### config.mk
export PLATFORM = sky130hd
export DESIGN_NAME = writeback_stage
export DESIGN_NICKNAME = d
export VERILOG_FILES = /design/src/rtl/writeback_stage.sv
export SDC_FILE = /design/constraint.sdc
export NUM_CORES = 1
export LEC_CHECK = 0
export ABC_AREA = 1
export BUFFER_PORTS_ARGS = -buffer_cell sky130_fd_sc_hd__buf_2
export CAP_MARGIN = 40
export CORE_MARGIN = 2
export CORE_UTILIZATION = 58
export CTS_CLUSTER_SIZE = 25
export DETAILED_ROUTE_END_ITERATION = 10
export MAX_ROUTING_LAYER = met4
export PLACE_DENSITY_LB_ADDON = 0.15
export SETUP_SLACK_MARGIN = 0.4
export SLEW_MARGIN = 20
export SYNTH_ARGS = -nofsm -noshare
export SYNTH_HDL_FRONTEND = slang
export SYNTH_SLANG_ARGS = --single-unit
### constraint.sdc
create_clock -name clk -period 4.4 [get_ports clk]
set_input_delay 0.22 -clock clk [delete_from_list [all_inputs] [get_ports clk]]
set_output_delay 0.22 -clock clk [all_outputs]
set_load 0.01 [all_outputs]
### src/rtl/writeback_stage.sv
// Final pipeline stage: drives the register-file write port and forwarding bus,
// waits on the data cache for pending loads/stores, counts retired writes.
module writeback_stage #(
  parameter int WORD_WIDTH           = 32,
  parameter int REGISTER_INDEX_WIDTH = 5,
  parameter int MEM_TIMEOUT          = 64,
  parameter int COUNT_WIDTH          = 32
) (
  input  logic                            clk,
  input  logic                            rst_n,
  input  logic [WORD_WIDTH-1:0]           instruction_in,
  input  logic [WORD_WIDTH-1:0]           dst_reg_data_in,
  input  logic [WORD_WIDTH-1:0]           mem_data_in,
  input  logic                            cu_mem_to_reg_in,
  input  logic                            cu_reg_write_in,
  input  logic [REGISTER_INDEX_WIDTH-1:0] destination_register_in,
  input  logic                            cu_d_cache_access_in,
  input  logic                            dcache_op_done_in,
  output logic                            rf_write_enable_out,
  output logic [REGISTER_INDEX_WIDTH-1:0] rf_write_index_out,
  output logic [WORD_WIDTH-1:0]           rf_write_data_out,
  output logic                            fwd_valid_out,
  output logic [REGISTER_INDEX_WIDTH-1:0] fwd_index_out,
  output logic [WORD_WIDTH-1:0]           fwd_data_out,
  output logic                            stall_out,
  output logic [WORD_WIDTH-1:0]           retired_instruction_out,
  output logic [COUNT_WIDTH-1:0]          retire_count_out,
  output logic                            mem_error_out
);

  localparam logic [0:0] IDLE     = 1'b0;
  localparam logic [0:0] WAIT_MEM = 1'b1;

  // The counter never has to hold more than MEM_TIMEOUT-2 before the error exit.
  localparam int              CNT_W    = (MEM_TIMEOUT > 2) ? $clog2(MEM_TIMEOUT) : 1;
  localparam logic [CNT_W-1:0] CNT_LAST = CNT_W'(MEM_TIMEOUT - 2);

  logic [0:0]                      state_reg, state_next;
  logic [CNT_W-1:0]                cnt_reg, cnt_next;
  logic                            err_next;
  logic                            latch_en;
  logic [REGISTER_INDEX_WIDTH-1:0] lat_index_reg;
  logic                            lat_m2r_reg;
  logic                            lat_rw_reg;
  logic [WORD_WIDTH-1:0]           lat_instr_reg;
  logic [WORD_WIDTH-1:0]           lat_alu_reg;

  logic                            we_reg;
  logic [REGISTER_INDEX_WIDTH-1:0] idx_reg;
  logic [WORD_WIDTH-1:0]           data_reg;
  logic [WORD_WIDTH-1:0]           retired_reg;
  logic [COUNT_WIDTH-1:0]          count_reg;
  logic                            err_reg;

  logic                            commit_req;
  logic                            commit_rw;
  logic                            commit_fire;
  logic [REGISTER_INDEX_WIDTH-1:0] commit_index;
  logic [WORD_WIDTH-1:0]           commit_data;
  logic [WORD_WIDTH-1:0]           commit_instr;

  always_comb begin
    state_next   = state_reg;
    cnt_next     = cnt_reg;
    err_next     = err_reg;
    latch_en     = 1'b0;
    commit_req   = 1'b0;
    commit_rw    = cu_reg_write_in;
    commit_index = destination_register_in;
    commit_instr = instruction_in;
    commit_data  = dst_reg_data_in;
    case (state_reg)
      IDLE: begin
        if (cu_d_cache_access_in) begin
          if (!dcache_op_done_in) begin
            state_next = WAIT_MEM;
            latch_en   = 1'b1;
            cnt_next   = '0;
          end else begin
            commit_req  = 1'b1;
            commit_data = cu_mem_to_reg_in ? mem_data_in : dst_reg_data_in;
          end
        end else if (cu_reg_write_in) begin
          commit_req = 1'b1;
        end
      end
      default: begin
        // Upstream fields are frozen in the latches while the cache is pending.
        commit_rw    = lat_rw_reg;
        commit_index = lat_index_reg;
        commit_instr = lat_instr_reg;
        commit_data  = lat_m2r_reg ? mem_data_in : lat_alu_reg;
        if (dcache_op_done_in) begin
          commit_req = 1'b1;
          state_next = IDLE;
        end else if (cnt_reg == CNT_LAST) begin
          err_next   = 1'b1;
          state_next = IDLE;
        end else begin
          cnt_next = cnt_reg + 1'b1;
        end
      end
    endcase
  end

  assign commit_fire = commit_req && commit_rw && (commit_index != '0);

  always_ff @(posedge clk or negedge rst_n) begin
    if (!rst_n) begin
      state_reg     <= IDLE;
      cnt_reg       <= '0;
      err_reg       <= 1'b0;
      lat_index_reg <= '0;
      lat_m2r_reg   <= 1'b0;
      lat_rw_reg    <= 1'b0;
      lat_instr_reg <= '0;
      lat_alu_reg   <= '0;
      we_reg        <= 1'b0;
      idx_reg       <= '0;
      data_reg      <= '0;
      retired_reg   <= '0;
      count_reg     <= '0;
    end else begin
      state_reg <= state_next;
      cnt_reg   <= cnt_next;
      err_reg   <= err_next;
      we_reg    <= commit_fire;
      if (latch_en) begin
        lat_index_reg <= destination_register_in;
        lat_m2r_reg   <= cu_mem_to_reg_in;
        lat_rw_reg    <= cu_reg_write_in;
        lat_instr_reg <= instruction_in;
        lat_alu_reg   <= dst_reg_data_in;
      end
      if (commit_fire) begin
        idx_reg     <= commit_index;
        data_reg    <= commit_data;
        retired_reg <= commit_instr;
        count_reg   <= count_reg + 1'b1;
      end
    end
  end

  assign rf_write_enable_out     = we_reg;
  assign rf_write_index_out      = idx_reg;
  assign rf_write_data_out       = data_reg;
  assign fwd_valid_out           = we_reg;
  assign fwd_index_out           = idx_reg;
  assign fwd_data_out            = data_reg;
  assign stall_out               = (state_reg == WAIT_MEM);
  assign retired_instruction_out = retired_reg;
  assign retire_count_out        = count_reg;
  assign mem_error_out           = err_reg;

endmodule

Yosys cells after proc, flatten, opt, wreduce, memory -nomap -nowiden
Cells that the tools add are included.
{ "word_totals": {"wordCells": 47, "regBits": 181, "output_inout_bits": 142, "inputBits": 107} }
{ "classes": {"n_reduce_logical": 6, "addsub": 2, "eq_ne": 2, "mux": 23, "bitwise_logic": 1} }
{ "ops": {"columns": ["cell", "n"], "rows": [
  ["$mux 32", 6],
  ["$add 32x1->32 const B", 1],
  ["$mux 6", 5],
  ["$mux 1", 11],
  ["$add 6x1->6 const B", 1],
  ["$eq 6x6->1 const B", 1],
  ["$reduce_and 3->1", 2],
  ["$mux 5", 1],
  ["$reduce_bool 5->1", 1],
  ["$logic_and 1x1->1", 2],
  ["$ne 2x2->1 const B", 1],
  ["$reduce_bool 2->1", 1],
  ["$not 1->1", 1]
]} }

Longest topological paths before layout
Gate-level depths: netlist (run 1).
{ "depth": {"ltp_word": 5, "mapped_depth": 11, "mapped_depth_nobuf": 10} }

Worst setup path after synthesis (run 1)
No wires, ideal clock.
{ "synth_timing": {"kind": "register to register", "start": "reg state_reg, in the netlist stall_out", "end": "reg count_reg[19], in the netlist retire_count_out[19]", "stages_incl_launch_ff": 12, "setup_ns": 0.117, "n_path_buf": 4, "t_arrival_ns": 1.443, "required_ns": 4.283, "synth_period_minus_slack_ns": 1.560, "slack_ns": 2.840, "path_cell_list": "dfrtp_1 buf_4 inv_2 buf_6 nand2_2 o21ai_4 nor2_8 nand2_4 buf_6 buf_6 nand2_1 nand2_1"} }
{ "synth_between": {"elab_chain_len": 3, "word_cells_on_any_way": 6, "cone_classes": "3 x mux; 3 x reduce/logical"} }
{ "synth_lines": {"columns": ["item", "line", "text"], "rows": [
  ["from (decl)", "38", "logic [0:0] state_reg, state_next;"],
  ["from (signal assigned)", "124", "state_reg <= state_next;"],
  ["$mux 5 or $mux 1 (tied branches)", "72", "case (state_reg)"],
  ["$reduce_bool 5->1 or $logic_and 1x1->1 (tied branches)", "106", "assign commit_fire = commit_req && commit_rw && (commit_index != '0);"],
  ["$logic_and 1x1->1 (*)", "106", null],
  ["to (signal assigned)", "139", "count_reg <= count_reg + 1'b1;"],
  ["to (decl)", "52", "logic [COUNT_WIDTH-1:0] count_reg;"]
]} }
Mark *: on every way between the ends. The rest lies on a longest branch, timed or not.
A chain may end at the register's enable or synchronous reset.

Final worst setup path (run 1)
{ "layout_timing": {"start": "reg state_reg, in the netlist stall_out", "end": "reg retired_reg[19], in the netlist retired_instruction_out[19]"} }
{ "layout_between": {"elab_chain_len": 3, "word_cells_on_any_way": 7, "cone_classes": "4 x mux; 3 x reduce/logical"} }
{ "layout_lines": {"columns": ["item", "line", "text"], "rows": [
  ["$mux 5 or $mux 1 (tied branches)", "72", null],
  ["$reduce_bool 5->1 or $logic_and 1x1->1 (tied branches)", "106", null],
  ["$logic_and 1x1->1", "106", null],
  ["to (signal assigned)", "138", "retired_reg <= commit_instr;"],
  ["to (decl)", "51", "logic [WORD_WIDTH-1:0] retired_reg;"]
]} }
Several ways; a longest one is shown, not always the timed one.

==> impl_metrics.csv, run 1 <==
group,metric,value,unit
outcome,status,"finished clean",
synth,yosys-mux-area-fraction,3.89,%
synth,postSynth.asyncResetShare,100,%
clock_network,post_cts.resized_instances,0,
power_and_ir_drop,maximum_resistive_drop_on_vdd,0.333,mV
synth,avgSynthCellArea,7.74,um^2
synth,synth-compound-area-share,13.1,%
critical_path,arrival,3300,ps
placed_design,post-place-cells,1588,
critical_path,cpPeakStageDelay,690,ps
cells_and_area,fillerInstances,1321,
power_and_ir_drop,power,5.04,mW
cells_and_area,stdcell_area,11200,um^2
clock_network,clk_root_buffer_cell,"clkbuf_16",
global_routing,leftover_overflow_at_the_end_of_global_routing,0,
critical_path,startpoint_type,"flip-flop",
flow_run,cap_viol_max_count,0,
critical_path,timing.critical_path.to_type,"flip-flop",
clock_network,insertion_delay,430,ps
critical_path,timing.reg2reg.worst_path_depth,8,
clock_network,numCtsBuffers,17,
critical_path,ff2ff_setup_slack,1380,ps
global_routing,grt_pass1_vias,7763,
synth,netlist_area,9400,um^2
floorplanning,die_height,131,um
routing,drc,0,
routing,route.vias.total,8364,
synth,synth.net_count,1324,
clock_network,tritoncts_num_sinks,181,
critical_path,critPathMostFrequentCell,"buf_4",
clock_network,clk_pin_slew,70,ps
synth,fraction_of_the_mapped_netlist_area_in_adder_cells,0.399,%
synth,seq_area_frac_synth,48.2,%
placed_design,buffer_ports.inserted,248,
sta,totalNegativeSetupSlack,0,ps
routing,finalWirelength,22800,um
sta,relSlewSlack,50.2,%
synth,number_of_library_cell_types_mapped_by_synthesis,31,
sta,finalSetupViolCount,0,
clock_network,ctsLongestPathBuffers,2,
routing,drtIter0Drc,591,
cells_and_area,design.final.nets,1503,
synth,synth.yosys.warnings,0,
synth,synth_cells,1214,
floorplanning,fp.coreArea,15900,um^2
sta,worst_slack,1380,ps
global_routing,top_usage_layer,"met2",
placed_design,dpl-instance-area,10500,um^2
synth,synth_simple_gate_area_share,22.6,%
global_routing,grt_util_all_layers,27.4,%
clock_network,clock_tree.htree_level_count,4,
routing,firstDrtPassIters,5,
synth,number_of_flip_flops_and_latches_in_the_synthesized_netlist,181,
worst_hold_path,hold_class,"in2reg",
critical_path,critical_path_class,"reg2reg",
worst_hold_path,min_delay_worst_endpoint,"mem_error_out$_DFFE_PN0P_",
global_routing,grt_max_degree,105,
routing,detail_route.vias_per_cell,5.14,
power_and_ir_drop,leakage,5.98,nW
floorplanning,design.die.area,17200,um^2
synth,postSynth.topFlopCell,"dfrtp_1",
sta,max_frequency,0.331,GHz
worst_hold_path,hold_path_startpoint,"dcache_op_done_in",
placed_design,final_estimated_routing_congestion_in_global_placement,0.901,
sta,post-route-min-period,3020,ps
global_routing,antenna_violations_before_repair,4,
sta,grt_setup_unrepaired,"false",
cells_and_area,utilization,70.4,%
critical_path,cp.required,4680,ps
synth,synth_top_family_by_area,"simple AND/OR/NAND/NOR gates",
synth,xor_xnor_share_of_the_synthesized_area,1.49,%
global_routing,grt_util_met2,43.1,%
cells_and_area,drive_gt1_share,22.1,%
sta,post-route-period-util,68.7,%
floorplanning,rows,46,
floorplanning,x_dimension_of_the_die,131,um
floorplanning,io-pin-count,249,
sta,final_max_slew_viol_count,0,
worst_hold_path,whs_path_depth,2,
critical_path,regToRegStartpoint,"stall_out$_DFF_PN0_",
cells_and_area,seqCellArea,4530,um^2
global_routing,grt_first_pass_wirelength,37600,um
critical_path,r2r_end,"retired_instruction_out[19]$_DFFE_PN0P_",
routing,detail_route.wl_per_cell,14.0,um
placed_design,pre_cts_slack,1340,ps
cells_and_area,multi_input_area,3910,um^2
sta,final_hold_viol_count,0,
critical_path,crit_fanout,70,
routing,final_antenna_net_count,0,
clock_network,cts_tree,"built",
power_and_ir_drop,cell_pwr_density,450,nW/um^2
cells_and_area,area_growth_syn_to_layout,19.1,%
critical_path,critical_path.cell_chain,"inv_2 -> buf_4 -> nand2_2 -> o21ai_4 -> nor2_8 -> nand2_4 -> buf_4 -> o21ai_0",
sta,whs,35.0,ps
critical_path,worst_path_max_delay_cell,"buf_4",
floorplanning,start_util,59.2,%
sta,max_slew.worst_pin.slew,747,ps
global_routing,met3_usage,5.40,%
global_routing,grt.met1_usage,35.5,%
cells_and_area,final_cells,1627,
synth,count_of_flip_flops_with_a_built_in_enable_after_synthesis,0,
placed_design,detailed_place_hpwl,15400,um
sta,finClkSkew,10.1,ps
[worst max path at each step]
stage	start	to	slack [ps]	cells after the start
global route	stall_out$_DFF_PN0_	retired_instruction_out[21]$_DFFE_PN0P_	1060	9
floorplan	stall_out$_DFF_PN0_	retire_count_out[19]$_DFFE_PN0P_	2840	11
CTS	stall_out$_DFF_PN0_	retired_instruction_out[19]$_DFFE_PN0P_	1330	8
global placement	stall_out$_DFF_PN0_	retire_count_out[14]$_DFFE_PN0P_	1380	8
detailed placement	stall_out$_DFF_PN0_	retired_instruction_out[19]$_DFFE_PN0P_	1340	8
finish	stall_out$_DFF_PN0_	retired_instruction_out[19]$_DFFE_PN0P_	1380	8
[synthesized netlist by cell type (2+ instances only)]
master	number	area, um^2
xor2_1	8	70.1
xnor2_1	8	70.1
dfrtp_1	181	4530
buf_2	20	100
or2_2	3	18.8
clkbuf_1	29	109
buf_4	39	293
nand4_1	5	31.3
nand3_1	27	135
ha_1	3	37.5
inv_1	94	353
nor2_1	57	214
buf_1	3	11.3
mux2_2	4	45.0
nor2_2	2	12.5
o21ai_0	206	1030
inv_2	2	7.51
mux2i_1	32	320
a21oi_1	32	160
nand2_1	441	1660
buf_6	8	90.1
[placed cells by master (no fill, tap or decap), drive strengths merged]
cell / instances
nand2: 443
buf: 258
o21ai: 208
dfrtp: 181
inv: 99
nor2: 60
mux2i: 32
a21oi: 32
nand3: 28
clkbuf: 20
xor2: 8
xnor2: 8
diode: 5
nand4: 5
bufinv: 5
mux2: 4
or2: 3
ha: 3
clkinv: 3
clkinvlp: 2
nor3: 1
a31o: 1
o21bai: 1
dlygate4sd3: 1
[metal layers]
layer | wire, um | vias up
met1 | 9970 | 3850
met3 | 1300 | 57
met2 | 10800 | 274
met5 | 0 | -
li1 | - | 4183
met4 | 669 | 0
[area by class of cell]
type,instances,area share (%)
Antenna cell,5,0.112
Multi-Input combinational cell,837,35.0
Clock buffer,19,4.05
Tap cell,216,2.42
Sequential cell,181,40.5
Timing Repair Buffer,260,12.8
Inverter,96,3.22
Clock inverter,13,1.96
[logic make-up after synthesis]
logic type | Yosys count
mux | 36
fa+ha+maj | 3
flops | 181
compound gates | 242
simple gates | 540
buf+inv | 196
xor+xnor | 16
[timing repair]
item                      4_1_cts  5_1_grt
hold endpoints to repair      103        0
buffers inserted                0        0
hold buffers                    1        0
[worst max-delay path: cells and delay by family (launching register included)]
kind	cells	cell delay, ps
flops	1	390
compound gates	2	270
buf+inv	3	1490
simple gates	3	640
[report_power, final]
part	total (mW)	switching, mW	internal, mW	leakage [nW]
sequential	2.18	0.220	1.96	2.29
combinational	1.14	0.671	0.467	3.36
clock	1.72	0.674	1.05	0.324
total	5.04	1.57	3.47	5.98
No activity file was read; power rests on OpenSTA's default activity.
==> inputs of run 2 (changes only) <==
CORE_UTILIZATION = 53   (was 58)
clock period = 3 ns   (was 4.4 ns; I/O delays follow)
==> run 2 against run 1 <==
  * Sequential power is 47% higher
  * Via count is 0.51% higher
  * Global-route usage is 1.7 points lower
  * Largest power group unchanged
  * Largest cell class unchanged
  * First-iteration DRC count is 14% lower
  * Critical path depth is 2 higher
  * Critical endpoint is now fwd_data_out[10]$_DFFE_PN0P_
  * Final area is 3.5% higher
==> impl_metrics.csv, run 2 (same netlist as run 1, synthesis figures left out) <==
group,metric,value,unit
outcome,status,"finished clean",
global_routing,grt_first_pass_wirelength,37100,um
global_routing,antenna_violations_before_repair,0,
critical_path,r2r_end,"fwd_data_out[10]$_DFFE_PN0P_",
sta,finClkSkew,21.1,ps
clock_network,cts_tree,"built",
sta,post-route-period-util,71.0,%
cells_and_area,drive_gt1_share,21.6,%
critical_path,timing.reg2reg.worst_path_depth,10,
clock_network,ctsLongestPathBuffers,2,
cells_and_area,area_growth_syn_to_layout,23.2,%
placed_design,final_estimated_routing_congestion_in_global_placement,0.899,
clock_network,insertion_delay,440,ps
critical_path,timing.critical_path.to_type,"flip-flop",
floorplanning,io-pin-count,249,
sta,final_max_slew_viol_count,0,
global_routing,grt_pass1_vias,7556,
power_and_ir_drop,leakage,6.14,nW
power_and_ir_drop,power,7.08,mW
critical_path,worst_path_max_delay_cell,"dfrtp_1",
floorplanning,design.die.area,18800,um^2
critical_path,regToRegStartpoint,"stall_out$_DFF_PN0_",
floorplanning,start_util,54.3,%
critical_path,critPathMostFrequentCell,"nand2_1",
routing,route.vias.total,8407,
sta,final_hold_viol_count,0,
clock_network,numCtsBuffers,17,
cells_and_area,stdcell_area,11600,um^2
placed_design,detailed_place_hpwl,15500,um
critical_path,arrival,2500,ps
critical_path,critical_path.cell_chain,"inv_2 -> nand2_1 -> nand2_1 -> nor2_2 -> nand3_4 -> nand2_4 -> inv_2 -> buf_12 -> nand2_1 -> nand2_1",
worst_hold_path,hold_path_startpoint,"instruction_in[29]",
sta,relSlewSlack,57.9,%
critical_path,crit_fanout,38,
worst_hold_path,min_delay_worst_endpoint,"lat_instr_reg[29]$_DFFE_PN0P_",
routing,drtIter0Drc,510,
clock_network,tritoncts_num_sinks,181,
sta,max_slew.worst_pin.slew,632,ps
cells_and_area,mostFrequentLayoutCells,"nand2_1, buf_2, o21ai_0, dfrtp_1, inv_1",
placed_design,dpl-instance-area,10500,um^2
routing,final_antenna_net_count,0,
global_routing,leftover_overflow_at_the_end_of_global_routing,0,
global_routing,grt_util_all_layers,25.7,%
critical_path,critical_path_class,"reg2reg",
floorplanning,die_height,137,um
critical_path,startpoint_type,"flip-flop",
sta,grt_setup_unrepaired,"false",
floorplanning,x_dimension_of_the_die,137,um
flow_run,cap_viol_max_count,0,
routing,detail_route.wl_per_cell,13.7,um
sta,totalNegativeSetupSlack,0,ps
power_and_ir_drop,maximum_resistive_drop_on_vdd,0.465,mV
sta,max_frequency,0.469,GHz
floorplanning,rows,48,
routing,drc,0,
clock_network,clk_root_buffer_cell,"clkbuf_16",
clock_network,post_cts.resized_instances,0,
routing,firstDrtPassIters,5,
critical_path,cpPeakStageDelay,390,ps
sta,finalSetupViolCount,0,
power_and_ir_drop,cell_pwr_density,612,nW/um^2
critical_path,ff2ff_setup_slack,870,ps
clock_network,clk_pin_slew,70,ps
worst_hold_path,hold_class,"in2reg",
cells_and_area,mostFrequentLayoutCell,"nand2_1",
global_routing,grt_max_degree,135,
routing,finalWirelength,23200,um
clock_network,clock_tree.htree_level_count,4,
sta,post-route-min-period,2130,ps
worst_hold_path,whs_path_depth,3,
clock_network,post_cts.repair.setup_buffers,0,
routing,detail_route.vias_per_cell,4.99,
placed_design,buffer_ports.inserted,248,
critical_path,cp.required,3370,ps
cells_and_area,design.final.nets,1556,
floorplanning,fp.coreArea,17300,um^2
[run 2: area by class of cell]
cell class	count	area (um^2)
clock inverters	15	151
clock buffers	17	425
inverters	96	360
well taps	225	282
flip-flops and latches	181	4530
fillers	1516	5720
multi-input cells	837	3910
repair buffers	313	1910
diodes	1	2.50
[run 2: worst max-delay path by stage]
stage	from	to	slack, ps	cells after the start
final	stall_out$_DFF_PN0_	fwd_data_out[10]$_DFFE_PN0P_	870	10
after global placement	stall_out$_DFF_PN0_	retire_count_out[25]$_DFFE_PN0P_	740	9
after global routing	stall_out$_DFF_PN0_	retired_instruction_out[14]$_DFFE_PN0P_	690	7
after floorplan	stall_out$_DFF_PN0_	retire_count_out[19]$_DFFE_PN0P_	1440	11
after detailed placement	stall_out$_DFF_PN0_	fwd_data_out[10]$_DFFE_PN0P_	890	10
after CTS	stall_out$_DFF_PN0_	retired_instruction_out[14]$_DFFE_PN0P_	850	7
[run 2: worst max-delay path, delay by kind of cell (launching register included)]
kind	cells	cell delay (ps)
buf+inv	3	1020
simple gates	7	600
flops	1	390
[run 2: per-stage QoR]
| stage | hold WS (ps) | setup WS [ps] | utilization [%] | instances |
|---|---|---|---|---|
| after floorplan | -146 | 1440 | - | 1214 |
| after global placement | 217 | 741 | 60.5 | 1600 |
| after detailed placement | 218 | 887 | 60.7 | 1602 |
| after CTS | 0.157 | 847 | 66.9 | 1684 |
| after global routing | 3.63 | 689 | 66.9 | 1684 |
| final | 2.96 | 869 | 66.9 | 1685 |
[run 2: power breakdown]
group          switching (mW)  leakage (nW)  total [mW]  internal, mW
Combinational           0.969          3.57        1.69         0.722
Clock                    1.03         0.275        2.19          1.17
Sequential              0.328          2.29        3.20          2.87
Total                    2.32          6.14        7.08          4.76
[run 2: timing repair]
action / 4_1_cts / 5_1_grt
hold endpoints to repair: 123 / 0
hold buffers: 50 / 0
endpoints found under the setup margin: 0 / 0
[run 2: layer usage]
layer	GRT usage [%]	routed length, um
met1	34.6	10600
met2	40.2	11000
met5	-	0
met4	7.27	331
met3	4.52	1160
